==> src/rtl/fpu_fdiv_iter_if.sv <==
// Operand/result handshake bundle for the iterative FP divider.
interface fpu_fdiv_iter_if #(
  parameter int EXP_W  = 5,
  parameter int FRAC_W = 10
);
  localparam int W = 1 + EXP_W + FRAC_W;

  logic         in_valid;
  logic         in_ready;
  logic [W-1:0] a;
  logic [W-1:0] b;
  logic [2:0]   rm;
  logic         kill;
  logic         out_valid;
  logic         out_ready;
  logic [W-1:0] result;
  logic [4:0]   fflags;

  modport master (
    output in_valid, a, b, rm, kill, out_ready,
    input  in_ready, out_valid, result, fflags
  );

  modport slave (
    input  in_valid, a, b, rm, kill, out_ready,
    output in_ready, out_valid, result, fflags
  );
endinterface

==> src/rtl/fpu_fdiv_iter.sv <==
// Iterative IEEE-754 divider: one restoring quotient bit per cycle, DAZ/FTZ,
// five static rounding modes, {NV,DZ,OF,UF,NX} flags and a flush input.
module fpu_fdiv_iter #(
  parameter int EXP_W  = 5,
  parameter int FRAC_W = 10
) (
  input  logic          CLK,
  input  logic          nRST,
  fpu_fdiv_iter_if.slave io
);
  localparam int W  = 1 + EXP_W + FRAC_W;
  localparam int Q  = FRAC_W + 3;
  localparam int EW = EXP_W + 2;
  localparam int RW = FRAC_W + 3;
  localparam int CW = $clog2(Q + 1);

  localparam logic [EXP_W-1:0]    EXP_ONES = '1;
  localparam logic [W-1:0]        QNAN     = {1'b0, EXP_ONES, 1'b1, {(FRAC_W-1){1'b0}}};
  localparam logic signed [EW-1:0] ONE     = EW'(1);
  localparam logic signed [EW-1:0] BIAS    = EW'((1 << (EXP_W-1)) - 1);
  localparam logic signed [EW-1:0] EMAX    = EW'((1 << EXP_W) - 1);

  typedef enum logic [1:0] {IDLE, DIVIDE, ROUND, DONE} state_t;

  state_t               state_q, state_d;
  logic [CW-1:0]        cnt_q, cnt_d;
  logic                 sign_q, sign_d;
  logic [2:0]           rm_q, rm_d;
  logic signed [EW-1:0] e_q, e_d;
  logic [FRAC_W:0]      mb_q, mb_d;
  logic [RW-1:0]        rem_q, rem_d;
  logic [Q-1:0]         quo_q, quo_d;
  logic [W-1:0]         res_q, res_d;
  logic [4:0]           flg_q, flg_d;

  // operand decode, subnormals read as zero
  logic               sa, sb, sign_in;
  logic [EXP_W-1:0]   ea, eb;
  logic [FRAC_W-1:0]  fa, fb;
  logic a_zero, b_zero, a_inf, b_inf, a_nan, b_nan, a_snan, b_snan;

  assign {sa, ea, fa} = io.a;
  assign {sb, eb, fb} = io.b;
  assign sign_in = sa ^ sb;
  assign a_zero  = (ea == '0);
  assign b_zero  = (eb == '0);
  assign a_inf   = (ea == EXP_ONES) && (fa == '0);
  assign b_inf   = (eb == EXP_ONES) && (fb == '0);
  assign a_nan   = (ea == EXP_ONES) && (fa != '0);
  assign b_nan   = (eb == EXP_ONES) && (fb != '0);
  assign a_snan  = a_nan && !fa[FRAC_W-1];
  assign b_snan  = b_nan && !fb[FRAC_W-1];

  logic         spc_hit;
  logic [W-1:0] spc_res;
  logic [4:0]   spc_flg;

  always_comb begin
    spc_hit = 1'b1;
    spc_res = QNAN;
    spc_flg = '0;
    if (io.rm > 3'd4) begin
      spc_flg[4] = 1'b1;
    end else if (a_nan || b_nan) begin
      spc_flg[4] = a_snan || b_snan;
    end else if ((a_zero && b_zero) || (a_inf && b_inf)) begin
      spc_flg[4] = 1'b1;
    end else if (a_inf) begin
      spc_res = {sign_in, EXP_ONES, {FRAC_W{1'b0}}};
    end else if (b_zero) begin
      spc_res    = {sign_in, EXP_ONES, {FRAC_W{1'b0}}};
      spc_flg[3] = 1'b1;
    end else if (a_zero || b_inf) begin
      spc_res = {sign_in, {(W-1){1'b0}}};
    end else begin
      spc_hit = 1'b0;
    end
  end

  // one restoring step
  logic [RW-1:0] mb_ext, rem_sub;
  logic          ge;

  assign mb_ext  = {2'b00, mb_q};
  assign ge      = (rem_q >= mb_ext);
  assign rem_sub = ge ? (rem_q - mb_ext) : rem_q;

  // normalise, round, range check
  logic                 norm, grd, stk, inc, cy, to_inf;
  logic [FRAC_W-1:0]    fpre, fr;
  logic signed [EW-1:0] en, er;
  logic [W-1:0]         rnd_res;
  logic [4:0]           rnd_flg;

  always_comb begin
    norm = quo_q[Q-1];
    fpre = norm ? quo_q[Q-2:2] : quo_q[Q-3:1];
    grd  = norm ? quo_q[1] : quo_q[0];
    stk  = (norm & quo_q[0]) | (rem_q != '0);
    en   = norm ? e_q : (e_q - ONE);
    unique case (rm_q)
      3'b000:  inc = grd & (stk | fpre[0]);
      3'b010:  inc = sign_q & (grd | stk);
      3'b011:  inc = !sign_q & (grd | stk);
      3'b100:  inc = grd;
      default: inc = 1'b0;
    endcase
    // a carry out of the fraction means the mantissa hit 2.0; fraction is already 0
    {cy, fr} = {1'b0, fpre} + {{FRAC_W{1'b0}}, inc};
    er       = cy ? (en + ONE) : en;
    to_inf   = (rm_q == 3'b000) || (rm_q == 3'b100) ||
               ((rm_q == 3'b011) && !sign_q) || ((rm_q == 3'b010) && sign_q);
    rnd_flg  = {4'b0000, grd | stk};
    rnd_res  = {sign_q, er[EXP_W-1:0], fr};
    if (er >= EMAX) begin
      rnd_flg = 5'b00101;
      rnd_res = to_inf ? {sign_q, EXP_ONES, {FRAC_W{1'b0}}}
                       : {sign_q, EXP_ONES - EXP_W'(1), {FRAC_W{1'b1}}};
    end else if (er < ONE) begin
      rnd_flg = 5'b00011;
      rnd_res = {sign_q, {(W-1){1'b0}}};
    end
  end

  always_comb begin
    state_d = state_q;
    cnt_d   = cnt_q;
    sign_d  = sign_q;
    rm_d    = rm_q;
    e_d     = e_q;
    mb_d    = mb_q;
    rem_d   = rem_q;
    quo_d   = quo_q;
    res_d   = res_q;
    flg_d   = flg_q;
    unique case (state_q)
      IDLE: if (io.in_valid && !io.kill) begin
        sign_d = sign_in;
        rm_d   = io.rm;
        if (spc_hit) begin
          res_d   = spc_res;
          flg_d   = spc_flg;
          state_d = DONE;
        end else begin
          e_d     = $signed({2'b00, ea}) - $signed({2'b00, eb}) + BIAS;
          mb_d    = {1'b1, fb};
          rem_d   = {2'b01, fa};
          quo_d   = '0;
          cnt_d   = CW'(Q);
          state_d = DIVIDE;
        end
      end
      DIVIDE: begin
        rem_d = {rem_sub[RW-2:0], 1'b0};
        quo_d = {quo_q[Q-2:0], ge};
        cnt_d = cnt_q - CW'(1);
        if (cnt_q == CW'(1)) state_d = ROUND;
      end
      ROUND: begin
        res_d   = rnd_res;
        flg_d   = rnd_flg;
        state_d = DONE;
      end
      DONE: if (io.out_ready) state_d = IDLE;
      default: state_d = IDLE;
    endcase
    // flush wins over accept and output transfer
    if (io.kill) begin
      state_d = IDLE;
      cnt_d   = '0;
      res_d   = '0;
      flg_d   = '0;
    end
  end

  always_ff @(posedge CLK) begin
    if (!nRST) begin
      state_q <= IDLE;
      cnt_q   <= '0;
      sign_q  <= 1'b0;
      rm_q    <= '0;
      e_q     <= '0;
      mb_q    <= '0;
      rem_q   <= '0;
      quo_q   <= '0;
      res_q   <= '0;
      flg_q   <= '0;
    end else begin
      state_q <= state_d;
      cnt_q   <= cnt_d;
      sign_q  <= sign_d;
      rm_q    <= rm_d;
      e_q     <= e_d;
      mb_q    <= mb_d;
      rem_q   <= rem_d;
      quo_q   <= quo_d;
      res_q   <= res_d;
      flg_q   <= flg_d;
    end
  end

  assign io.in_ready  = (state_q == IDLE);
  assign io.out_valid = (state_q == DONE);
  assign io.result    = res_q;
  assign io.fflags    = flg_q;
endmodule

==> src/flat_wrapper.sv <==
// flat-port wrapper written by rule: the top's interface ports become plain ports
module fpu_fdiv_iter_flat 
#(
  parameter int EXP_W  = 5,
  parameter int FRAC_W = 10
)
  (CLK, nRST, io_in_valid, io_a, io_b, io_rm, io_kill, io_out_ready, io_in_ready, io_out_valid, io_result, io_fflags);
  fpu_fdiv_iter_if #(.EXP_W(EXP_W), .FRAC_W(FRAC_W)) io_i ();
  input  logic CLK;
  input  logic nRST;
  input wire logic [$bits(io_i.in_valid)-1:0] io_in_valid;
  input wire logic [$bits(io_i.a)-1:0] io_a;
  input wire logic [$bits(io_i.b)-1:0] io_b;
  input wire logic [$bits(io_i.rm)-1:0] io_rm;
  input wire logic [$bits(io_i.kill)-1:0] io_kill;
  input wire logic [$bits(io_i.out_ready)-1:0] io_out_ready;
  output wire logic [$bits(io_i.in_ready)-1:0] io_in_ready;
  output wire logic [$bits(io_i.out_valid)-1:0] io_out_valid;
  output wire logic [$bits(io_i.result)-1:0] io_result;
  output wire logic [$bits(io_i.fflags)-1:0] io_fflags;
  assign io_i.in_valid = io_in_valid;
  assign io_i.a = io_a;
  assign io_i.b = io_b;
  assign io_i.rm = io_rm;
  assign io_i.kill = io_kill;
  assign io_i.out_ready = io_out_ready;
  assign io_in_ready = io_i.in_ready;
  assign io_out_valid = io_i.out_valid;
  assign io_result = io_i.result;
  assign io_fflags = io_i.fflags;
  fpu_fdiv_iter #(.EXP_W(EXP_W), .FRAC_W(FRAC_W)) u_core (.CLK(CLK), .nRST(nRST), .io(io_i));
endmodule
==> config.mk <==
export PLATFORM = sky130hd
export DESIGN_NAME = fpu_fdiv_iter_flat
export DESIGN_NICKNAME = d
export VERILOG_FILES = /design/src/rtl/fpu_fdiv_iter_if.sv /design/src/rtl/fpu_fdiv_iter.sv /design/src/flat_wrapper.sv
export SDC_FILE = /design/constraint.sdc
export NUM_CORES = 1
export LEC_CHECK = 0
export BUFFER_PORTS_ARGS = -buffer_cell sky130_fd_sc_hd__clkbuf_2
export CAP_MARGIN = 5
export CORE_MARGIN = 1
export CORE_UTILIZATION = 45
export CTS_BUF_LIST = sky130_fd_sc_hd__clkbuf_8 sky130_fd_sc_hd__clkbuf_16
export DETAILED_ROUTE_END_ITERATION = 12
export GPL_ROUTABILITY_DRIVEN = 0
export PLACE_DENSITY_LB_ADDON = 0.2
export SYNTH_ARGS = -nofsm -noshare
export SYNTH_HDL_FRONTEND = slang
export SYNTH_SLANG_ARGS = --single-unit
==> constraint.sdc <==
create_clock -name CLK -period 4.6 [get_ports CLK]
set_input_delay 0.92 -clock CLK [delete_from_list [all_inputs] [get_ports CLK]]
set_output_delay 0.92 -clock CLK [all_outputs]
set_load 0.02 [all_outputs]
==> implementation parameters <==
Parameter                              Value

Status
  Run status    completed

CTS
  Clock slew at reported path FFs    0.06 ns
  Clock network latency to the later pin of the worst-skew pair    0.35 ns
  Number of levels in the clock H-tree    3
  Buffer count from post-CTS setup fixing    0
  Number of clock sinks seen by CTS    75
  Post-CTS Resized    0
  CTS Root Buffer Type    clkbuf_16
  Buffer levels on the longest clock path    2
  Hold-fix buffers, CTS    0
  Number of buffers created by CTS    9
  CTS tree    built

Floorplan
  Site row count    38
  Core box area    0.0110 mm2
  Total die area    0.0120 mm2
  Count of pins on the block boundary    63
  Floorplan die width    110 um
  Overall die height    110 um
  Initial core utilization    47.2%

Global routing
  Combined global-route utilization of all metal layers    24.0%
  First-pass GRT wire length    22200 um
  Vias in the first global route    4678
  Pin count of the biggest net entering global routing    51
  Antenna violations before repair    0
  Grt total ovfl    0

Final layout
  Filler cells    1083
  Fraction of layout cells with a size suffix above 1    15.2%
  Area growth syn-to-layout    13.2%
  FF+latch area    0.00150 mm2
  Multi-input logic area    0.00339 mm2
  Total number of nets in the final design    770
  Post-route cell area    0.00589 mm2
  Number of diodes    0

Logic synthesis
  Simple logic cell fraction of the synthesized area    21.7%
  Post-Synthesis Net Count    726
  Parity-gate share of the synthesized area counting xor and xnor cells    5.39%
  Syn_area_per_cell    7.93 um2
  Post-synthesis compound-gate area fraction    25.0%
  Post-synthesis adder-cell area fraction    7.50%
  Leading post-synthesis cells by instance count    nand2_1, dfxtp_1, nor2_1
  Top FF cell, synth    dfxtp_1
  Dominant combinational cell family by area after synthesis    compound AO/OA/AOI/OAI gates
  Proportion of synthesized area in mux cells    5.34%
  Post-Syn Instances    656
  Sequential share of the synthesized area    28.9%
  Largest area contributor in the synthesized netlist    dfxtp_1
  Asr flop ratio synth    0%
  Ys Warns    0
  Netlist Area Pre-Place    0.00520 mm2
  Most repeated cell in the gate-level netlist after synthesis    nand2_1
  Top cells by area, synth    dfxtp_1, ha_1, nand2_1
  Number of flip-flops and latches in the synthesized netlist    75
  Library cells used by synthesis    71
  Number of synthesized flops with an enable pin    0
  Share of the synthesized area in the top cell type    28.9%

STA
  Slew at the pin closest to its max-slew limit    0.979 ns
  Shortest clock period the worst path allows after layout    4.18 ns
  Final setup violating endpoints    0
  Share of the clock period used by the worst path after layout    90.9%
  Hold Fails Final Rpt    0
  Fmax achieved    239 MHz
  Total negative slack    0 ns
  Count of pins over their slew limit    0
  Unrepaired setup endpoints after global routing    no
  Max-Slew Margin vs Limit    34.5%
  Final clock skew    0.00766 ns

Power
  Total power    1.91 mW
  Static Leak    2.35 nW
  IR Drop Worst-Case VDD    306 uV
  Areal power density over the cells    324 mW/mm2

Drt
  Drt wl/cell    15.9 um
  Aggregate routed wire length    13400 um
  Number of vias per cell    5.72
  Violation count after the first detailed-routing iteration    259
  Routed Antenna Nets    0
  DR vias    4835
  DRT Pass-1 Iters    5
  DR DRC count    0

Worst setup path
  CP Class    flip-flop to flip-flop
  Critical path capture point type    flip-flop
  Arrival time reported for the critical path endpoint    4.37 ns
  Required time worst endpoint    4.79 ns
  Category of the worst setup path launch point    flip-flop
  Maximum fanout along the worst path    11

Placement
  Port-buffer cells    62
  Placed instance area    0.00559 mm2
  Half-perimeter wire length of the detailed placement result    10300 um

Run
  Number of max-capacitance violations reported    0

Min path
  Class of the tightest hold or removal check    flip-flop to flip-flop
[cells in the final DEF, fill, tap and decap left out, types with 10 or more instances in the layout]
cell and instances:
nand2_1 85, dfxtp_1 75, clkbuf_2 62, nor2_1 42
inv_1 41, o21ai_0 32, a21oi_1 30, ha_1 28
xnor2_1 21, mux2i_1 21, a21boi_0 20, nor3_1 19
nor2b_1 18, a21o_1 14, a22oi_1 13, nand3_1 11
xor2_1 11, a22o_1 11, nand4_1 10
[worst paths after layout]
check                                                      start                               end  slack [ns]  cells past startpoint
worst max register to register       u_core.rm_q[0]$_SDFFE_PN0P_  u_core.io.fflags[0]$_SDFFE_PP0P_        0.42                     17
worst min register to register  u_core.io.result[4]$_SDFFE_PP0P_  u_core.io.result[4]$_SDFFE_PP0P_        0.45                      2
worst max-delay path                 u_core.rm_q[0]$_SDFFE_PN0P_  u_core.io.fflags[0]$_SDFFE_PP0P_        0.42                     17
worst min-delay path            u_core.io.result[4]$_SDFFE_PP0P_  u_core.io.result[4]$_SDFFE_PP0P_        0.45                      2
[state kept, by name (all words and copies together), names as in the netlist]
name,flops
u_core.cnt_q,4
u_core.sign_q,1
u_core.rm_q,3
u_core.state_q,2
u_core.e_q,7
u_core.quo_q,13
u_core.io.result,16
u_core.rem_q,13
u_core.mb_q,11
u_core.io.fflags,5
[final cells by class]
| type | count | share of cell area, % |
|---|---|---|
| clock inverter | 7 | 1.17 |
| tap | 140 | 2.97 |
| multi-input combinational | 503 | 57.6 |
| sequential | 75 | 25.5 |
| timing repair buffer | 71 | 6.42 |
| clock buffer | 9 | 3.82 |
| inverter | 40 | 2.55 |
[per-stage QoR]
| stage | hold slack [ns] | utilization [%] | std cells | worst slack [ns] |
|---|---|---|---|---|
| CTS | 0.459 | 53.4 | 845 | 0.343 |
| floorplan | 0.443 | - | 656 | 0.495 |
| global route | 0.485 | 53.4 | 845 | 0.0586 |
| global placement | 0.443 | 50.7 | 829 | 0.623 |
| detailed placement | 0.451 | 50.7 | 829 | 0.371 |
| finish | 0.452 | 53.4 | 845 | 0.419 |
[layer usage]
metal / wire (um) / vias up / GRT usage [%]
met1: 6150 / 2253 / 29.7
met4: 403 / 0 / 10.2
met3: 659 / 30 / 6.22
met5: 0 / - / 0
met2: 6210 / 121 / 39.3
li1: - / 2431 / -
[critical path, cell delays in order, from the launching register on]
cell      delay [ns]
dfxtp_1         0.36
inv_1           0.06
nor3b_1         0.21
ha_1            0.27
nor3b_1         0.29
a21oi_1         0.12
nor2_1          0.11
ha_1            0.24
ha_1            0.21
nand2_1         0.09
nor4_1          0.28
buf_4           0.22
o2111a_1        0.38
mux2_2          0.40
o21ai_2         0.10
nand3_2         0.18
o31ai_1         0.39
a21oi_1         0.12
[power by group]
part / total [mW] / internal [mW] / switching [mW]
logic: 0.510 / 0.223 / 0.287
clock network: 0.703 / 0.418 / 0.284
registers: 0.693 / 0.670 / 0.0234
[logic make-up (layout without fill, tap and decap cells)]
kind of cell               count (synthesis)  count (layout)
muxes                                     27              27
buffers and inverters                     78             127
DFF                                       75              75
adders and majority gates                 30              30
AOI/OAI and AO/OA                        182             182
and+or+nand+nor                          232             232
xor gates and xnor gates                  32              32
No activity file was read; power rests on OpenSTA's default activity.
